File: config.mk
export PLATFORM = sky130hd
export DESIGN_NAME = uart_tx_drain
export DESIGN_NICKNAME = d
export VERILOG_FILES = /design/src/rtl/uart_tx_drain_pkg.sv /design/src/rtl/uart_tx_drain_baud_tick_gen.sv /design/src/rtl/uart_tx_drain.sv
export SDC_FILE = /design/constraint.sdc
export NUM_CORES = 1
export LEC_CHECK = 0
export ABC_AREA = 1
export CAP_MARGIN = 25
export CORE_MARGIN = 2
export CORE_UTILIZATION = 50
export DETAILED_ROUTE_END_ITERATION = 8
export PLACE_DENSITY = 0.81
export REMOVE_ABC_BUFFERS = 1
export SLEW_MARGIN = 30
export SYNTH_ARGS = -nofsm -noshare
export SYNTH_HDL_FRONTEND = slang
export SYNTH_SLANG_ARGS = --single-unit
export TNS_END_PERCENT = 100
File: constraint.sdc
create_clock -name i_clk -period 4.59 [get_ports i_clk]
set_input_delay 0.459 -clock i_clk [delete_from_list [all_inputs] [get_ports i_clk]]
set_output_delay 0.459 -clock i_clk [all_outputs]
set_load 0.02 [all_outputs]
File: src/rtl/uart_tx_drain_pkg.sv
// Shared definitions for the UART drain/fill pair: FSM state encoding and a sizing helper.
package uart_tx_drain_pkg;

  typedef enum logic [1:0] {
    StIdle  = 2'd0,
    StStart = 2'd1,
    StData  = 2'd2,
    StStop  = 2'd3
  } tx_state_e;

  // Ceiling log2, never below 1 so a counter always has at least one bit.
  function automatic int unsigned u_log2(input int unsigned value);
    int unsigned r;
    r = 1;
    while ((64'd1 << r) < 64'(value)) r++;
    return r;
  endfunction

endpackage

File: src/rtl/uart_tx_drain_baud_tick_gen.sv
// Baud-rate divider: counts BAUD_DIV cycles while enabled and flags the terminal count.
module baud_tick_gen
  import uart_tx_drain_pkg::*;
#(
  parameter int unsigned BAUD_DIV = 8
) (
  input  logic i_clk,
  input  logic i_rst_n,
  input  logic i_en,
  output logic o_tick
);

  localparam int unsigned CNT_W = u_log2(BAUD_DIV);
  localparam logic [CNT_W-1:0] LAST_CNT = CNT_W'(BAUD_DIV - 1);

  logic [CNT_W-1:0] cnt_q;

  assign o_tick = i_en && (cnt_q == LAST_CNT);

  // Held at zero while disabled so every frame starts from a clean count.
  always_ff @(posedge i_clk or negedge i_rst_n) begin
    if (!i_rst_n) begin
      cnt_q <= '0;
    end else if (!i_en || o_tick) begin
      cnt_q <= '0;
    end else begin
      cnt_q <= cnt_q + CNT_W'(1);
    end
  end

endmodule

File: src/rtl/uart_tx_drain.sv
// Pops bytes from the circular buffer whenever it is non-empty and sends them as 8N1 frames.
module uart_tx_drain
  import uart_tx_drain_pkg::*;
#(
  parameter int unsigned CLK_FREQ      = 50000000,
  parameter int unsigned BAUD_RATE     = 115200,
  parameter int unsigned DATA_WIDTH    = 8,
  parameter int unsigned ADDRESS_WIDTH = 8
) (
  input  logic                     i_clk,
  input  logic                     i_rst_n,
  input  logic                     i_tx_en,
  input  logic [ADDRESS_WIDTH-1:0] i_data_size,
  input  logic [DATA_WIDTH-1:0]    i_data,
  output logic                     o_read_en,
  output logic                     o_tx,
  output logic                     o_busy,
  output logic                     o_frame_done
);

  localparam int unsigned BAUD_DIV  = CLK_FREQ / BAUD_RATE;
  localparam int unsigned BIT_CNT_W = u_log2(DATA_WIDTH);
  localparam logic [BIT_CNT_W-1:0] LAST_BIT = BIT_CNT_W'(DATA_WIDTH - 1);

  tx_state_e               state_q;
  logic [DATA_WIDTH-1:0]   shift_q;
  logic [BIT_CNT_W-1:0]    bit_cnt_q;
  logic                    baud_tick;

  baud_tick_gen #(
    .BAUD_DIV (BAUD_DIV)
  ) u_baud_tick_gen (
    .i_clk   (i_clk),
    .i_rst_n (i_rst_n),
    .i_en    (state_q != StIdle),
    .o_tick  (baud_tick)
  );

  always_ff @(posedge i_clk or negedge i_rst_n) begin
    if (!i_rst_n) begin
      state_q      <= StIdle;
      shift_q      <= '0;
      bit_cnt_q    <= '0;
      o_tx         <= 1'b1;
      o_read_en    <= 1'b0;
      o_busy       <= 1'b0;
      o_frame_done <= 1'b0;
    end else begin
      o_read_en    <= 1'b0;
      o_frame_done <= 1'b0;
      unique case (state_q)
        StIdle: begin
          // Fill level is only looked at here, so the pop's own decrement is never re-read.
          if (i_tx_en && (i_data_size != '0)) begin
            shift_q   <= i_data;
            bit_cnt_q <= '0;
            o_read_en <= 1'b1;
            o_tx      <= 1'b0;
            o_busy    <= 1'b1;
            state_q   <= StStart;
          end else begin
            o_tx <= 1'b1;
          end
        end
        StStart: begin
          if (baud_tick) begin
            o_tx    <= shift_q[0];
            state_q <= StData;
          end
        end
        StData: begin
          if (baud_tick) begin
            shift_q <= shift_q >> 1;
            if (bit_cnt_q == LAST_BIT) begin
              o_tx    <= 1'b1;
              state_q <= StStop;
            end else begin
              bit_cnt_q <= bit_cnt_q + BIT_CNT_W'(1);
              o_tx      <= shift_q[1];
            end
          end
        end
        StStop: begin
          if (baud_tick) begin
            o_frame_done <= 1'b1;
            o_busy       <= 1'b0;
            state_q      <= StIdle;
          end
        end
        default: state_q <= StIdle;
      endcase
    end
  end

endmodule

==> metrics.yaml, run 1 <==
status: "complete, but fails checks"
failed_checks: "design-rule violations"
fmax_mhz: 515
drt_iter0_drc: 52
timing.critical_path.buf_inv: 1
cts_made_buffers: 3
die-height_um: 59.0
drtPass1Iterations: 6
grt_antenna_before_repair: 0
ant_nets: 0
clock_latency_ns: 0.33
ctsHtreeMaxLevel: 1
vias_per_cell: 5.27
cpLargestDelayFamily: "buffers and inverters"
grtUsageTotal_pct: 18.7
p_per_area_nw_per_um2: 232
io_buffers: 22
place_hpwl_um: 2190
cts_root_buf: "clkbuf_4"
setup_viol: 0
netlist_instances: 167
cp_max_fo: 2
ys_types: 30
end_kind: "output port"
clockBufferDepth: 2
dieWidth_um: 59.0
cts_setup_buffers: 0
rows: 19
core_um2: 2810
postCtsResizedCells: 0
worstSetupPathType: "reg2out"
wl_um: 2770
hp-class: "in2async"
cts.sinks: 26
cp_cell_sequence: "clkdlybuf4s50_1"
wire_per_inst_um: 12.5
startpoint_type: "flop"
grt_pass1_vias: 1146
cp.required_ns: 4.13
synth_area_um2: 1510
drive_gt1_share_pct: 19.5
grt_max_degree: 27
synth-seq-area-share_pct: 43.2
relSlewSlack_pct: 60.2
synthFlopType: "dfrtp_1"
worstMarginPinSlew_ns: 0.597
drv_slew: 0
ys_ff_latch: 26
maxCapViolations: 0
skew_ns: 0.00322
period_minus_slack_ns: 1.94
area_delta_synth_final_pct: 18.5
avgSynthCellArea_um2: 9.04
clk_pin_slew_ns: 0.15
total_leakage_power_uw: 0.000824
insertedDiodeCount: 0
drc: 1
gp_congestion: 0.917
synth-edff-count: 0
dieArea_um2: 3480
finalHoldViolCount: 0
max-vdd-ir-drop_uv: 158
synthArstFlopShare_pct: 100
whs_ns: 0.0910
io_pins: 23
max_stage_delay_ns: 0.60
rsz0062_at_grt: "false"
finalSetupTns_ns: 0
final.period_utilization_pct: 42.3
start_util_pct: 53.8
critPathArrivalTime_ns: 1.48
gr-total-overflow: 0
cts_tree: "yes"
yosys_warnings: 0
critPathSlowestCell: "clkdlybuf4s50_1"
grt_pass1_wl_um: 4950
holdBufCountCts: 0
final_nets: 218
vias: 1165
per-stage QoR:
step | std cells | total power [uW] | util [%] | setup slack, ns | instance area, um2
floorplan | 164 | 238 | - | 3.01 | 1480
global placement | 217 | 257 | 62.1 | 2.77 | 1740
detailed placement | 217 | 258 | 61.9 | 2.72 | 1740
CTS | 221 | 419 | 63.8 | 2.63 | 1790
global route | 221 | 426 | 63.8 | 2.50 | 1790
finish | 221 | 414 | 63.8 | 2.65 | 1790
cells in the final DEF (no fill, tap or decap), types with 3 or more instances in the layout:
| cell type | instances |
|---|---|
| inv_1 | 16 |
| nand4_1 | 3 |
| a21oi_1 | 5 |
| nand3_1 | 4 |
| o21bai_1 | 3 |
| nand2_2 | 7 |
| nor2_1 | 15 |
| nand2_1 | 34 |
| dfrtp_1 | 25 |
| nor3_2 | 4 |
| mux2i_1 | 6 |
| clkbuf_4 | 3 |
| clkdlybuf4s50_1 | 21 |
| nor3b_2 | 3 |
| o21ai_0 | 7 |
| o21ai_2 | 9 |
| ha_1 | 8 |
sequential cells by signal, summed over array words and instances (netlist names):
| name | count |
|---|---|
| o_read_en | 1 |
| o_frame_done | 1 |
| state_q | 2 |
| o_tx | 1 |
| o_busy | 1 |
| bit_cnt_q | 3 |
| shift_q | 8 |
| u_baud_tick_gen.cnt_q | 9 |
report_power, final:
group          internal, uW  switching (uW)
combinational          14.7            9.04
clock                  88.4            73.2
sequential              229               0
worst paths after layout:
path	from	to	slack (ns)	cells past startpoint
worst max register to register	state_q[0]	o_tx	2.70	8
worst max-delay path	o_tx	o_tx	2.65	1
worst min-delay path	i_rst_n	u_baud_tick_gen.cnt_q[6]	0.09	1
min in group i_clk	o_tx	o_tx	0.49	2
worst min register to register	o_tx	o_tx	0.49	2
max in group asynchronous	i_rst_n	o_tx	4.12	1
synthesized netlist by cell type (all sizes together), types with 2 or more instances:
master	n	area share [%]
nand2	41	11
dfrtp	25	41
inv	18	4.5
nor2	17	4.9
o21ai	16	7.5
ha	8	6.6
mux2i	6	4.0
nand3	6	3.1
nor3	6	3.3
a21oi	5	1.7
buf	3	1.8
nand4	3	1.2
nor3b	3	2.5
o21bai	3	1.5
or2	2	0.83
cell families after synthesis:
family | synth area share (%)
simple gates | 28.3
compound gates | 11.7
flops | 43.2
buf+inv | 6.30
fa+ha+maj | 6.63
mux | 3.98
final cells by class:
cell class	instances	area, um2
clock buffer	3	22.5
clock inverter	1	30.0
fill	244	1020
inverter	18	67.6
multi-input combinational	120	763
sequential	26	652
tap	31	38.8
timing repair buffer	22	215
routing by layer:
layer  vias up  part of all wire [%]  track usage (%)
li1        589                     -                -
met1       542                    45             24.7
met2        29                    49             30.6
met3         5                   4.4             3.30
met4         0                   1.6             6.82
met5         -                     0                0
No activity file was read; power rests on OpenSTA's default activity.
==> run 2, diff against run 1 <==
--- a/config.mk
+++ b/config.mk
@@ -8,7 +8,7 @@
 export ABC_AREA = 1
 export CAP_MARGIN = 25
 export CORE_MARGIN = 2
-export CORE_UTILIZATION = 50
+export CORE_UTILIZATION = 48
 export DETAILED_ROUTE_END_ITERATION = 8
 export PLACE_DENSITY = 0.81
 export REMOVE_ABC_BUFFERS = 1
==> constraint.sdc (replaced) <==
create_clock -name i_clk -period 1.59 [get_ports i_clk]
set_input_delay 0.159 -clock i_clk [delete_from_list [all_inputs] [get_ports i_clk]]
set_output_delay 0.159 -clock i_clk [all_outputs]
set_load 0.02 [all_outputs]
==> metrics.yaml, run 2 (synthesis gave the netlist of run 1 again) <==
period_minus_slack_ns: 1.51
drt_iter0_drc: 32  # -38%
final_nets: 227  # +4.1%
rsz0062_at_grt: "true"
finalHoldViolCount: 0  # unchanged
end_kind: "flop"
p_per_area_nw_per_um2: 625  # +170%
status: "finished clean"
drtPass1Iterations: 6  # unchanged
hp-class: "in2async"
final.period_utilization_pct: 95.0
rows: 20  # +1
drv_slew: 0  # unchanged
wire_per_inst_um: 12.2  # -3.1%
grtUsageTotal_pct: 18.3  # -0.40 points
fmax_mhz: 662
die-height_um: 60.1  # +1.9%
dieArea_um2: 3610  # +3.9%
cts_made_buffers: 3  # unchanged
fin_ws_ns: 0.0798  # -2.57 ns
io_buffers: 22  # unchanged
critPathArrivalTime_ns: 1.75  # +0.27 ns
clk_pin_slew_ns: 0.15  # about the same
multi_input_area_um2: 817  # +7.0%
skew_ns: 0.00618  # +0.00296 ns
clock_latency_ns: 0.34  # about the same
cp_cell_sequence: "inv_1 -> ha_1 -> nand2_2 -> nor2_4 -> nand3_2 -> buf_4 -> nand2_1 -> nand2_1 -> o21bai_1 -> nand2_1"
whs_ns: 0.162  # +0.0714 ns
grt_pass1_wl_um: 5030  # +1.5%
clockBufferDepth: 2  # unchanged
vias: 1193  # +2.4%
cp.required_ns: 1.83  # -2.30 ns
ant_nets: 0  # unchanged
place_hpwl_um: 2240  # +2.7%
insertedDiodeCount: 0  # unchanged
critPathSlowestCell: "dfrtp_1"
core_um2: 3030  # +7.9%
cts.sinks: 26  # unchanged
area_delta_synth_final_pct: 27.3
layout_commonest_cell: "nand2_1"
grt_antenna_before_repair: 0  # unchanged
seq_area_um2: 652  # unchanged
cts_tree: "yes"
cp_common_cell: "nand2_1"
total_leakage_power_uw: 0.000857  # +4.0%
grt_pass1_vias: 1229  # +7.2%
drc: 0  # -1
holdBufCountCts: 0  # unchanged
final_cell_mix: "34 x nand2_1, 25 x dfrtp_1, 21 x clkdlybuf4s50_1, 14 x nor2_1, 12 x inv_1"
largest_reg_flops: 9  # unchanged
fill_cells: 253  # +3.7%
worstMarginPinSlew_ns: 0.393  # -0.204 ns
gr-total-overflow: 0  # unchanged
cts_root_buf: "clkbuf_4"
cp_max_fo: 3  # +1
gp_congestion: 0.968  # +5.6%
ctsHtreeMaxLevel: 1  # unchanged
drive_gt1_share_pct: 27.1  # +7.7 points
dieWidth_um: 60.1  # +1.9%
reg.largest.list: "u_baud_tick_gen.cnt_q: 9 flops, shift_q: 8 flops, bit_cnt_q: 3 flops"
io_pins: 23  # unchanged
setup_viol: 0  # unchanged
vias_per_cell: 4.91  # -6.9%
timing.critical_path.buf_inv: 2  # +1
max-vdd-ir-drop_uv: 376  # +140%
max_stage_delay_ns: 0.41  # -0.19 ns
maxCapViolations: 0  # unchanged
start_util_pct: 49.9  # -4.0 points
relSlewSlack_pct: 73.6  # +13 points
placed_cell_area_um2: 1810  # +4.3%
wl_um: 2950  # +6.5%
cpLargestDelayFamily: "simple AND/OR/NAND/NOR gates"
stdcell_area_um2: 1920  # +7.5%
post-place-ws_ns: 0.0102  # -2.71 ns
finalSetupTns_ns: 0  # unchanged
worstSetupPathType: "reg2reg"
startpoint_type: "flop"
grt_max_degree: 27  # unchanged
fin_util_pct: 63.5  # -0.27 points
regMostFlops: "u_baud_tick_gen.cnt_q"
## run 2: final timing paths
path                                                 end  slack [ns]  cells past startpoint                startpoint
worst max register to register                state_q[1]        0.08                     10  u_baud_tick_gen.cnt_q[1]
max in group asynchronous                           o_tx        1.13                      2                   i_rst_n
worst min register to register                      o_tx        0.50                      2                      o_tx
min in group i_clk                            shift_q[7]        0.39                      3                 i_data[7]
worst max-delay path                          state_q[1]        0.08                     10  u_baud_tick_gen.cnt_q[1]
worst min-delay path            u_baud_tick_gen.cnt_q[7]        0.16                      2                   i_rst_n
## run 2: per-stage QoR
| stage | cells | power, uW |
|---|---|---|
| floorplan | 164 | 687 |
| global placement | 237 | 747 |
| detailed placement | 237 | 749 |
| CTS | 242 | 1210 |
| global route | 243 | 1240 |
| finish | 243 | 1200 |
## run 2: area by class of cell
class | instances | area share, %
flip-flops and latches | 26 | 33.9
clock inverters | 1 | 1.56
multi-input cells | 121 | 42.5
inverters | 18 | 3.51
well taps | 44 | 2.86
clock buffers | 3 | 1.17
repair buffers | 30 | 14.5
## run 2: layer usage
| metal | vias to the layer above | track usage (%) | wire length [um] |
|---|---|---|---|
| li1 | 611 | - | - |
| met1 | 553 | 22.3 | 1270 |
| met2 | 24 | 32.8 | 1540 |
| met3 | 5 | 2.60 | 104 |
| met4 | 0 | 6.03 | 30 |
| met5 | - | 0 | 0 |
## run 2: power breakdown
group / total (uW) / internal (uW) / switching (uW)
combinational: 74.2 / 47.0 / 27.2
clock: 466 / 255 / 210
sequential: 662 / 662 / 0
total: 1200 / 964 / 238
## run 2: repair_timing
| action | in CTS | in global routing |
|---|---|---|
| pin swaps | 0 | 1 |
| gates resized for setup | 4 | 11 |
| setup endpoints to repair | 8 | 23 |
| cloned | 1 | 0 |
| buffers inserted | 0 | 1 |
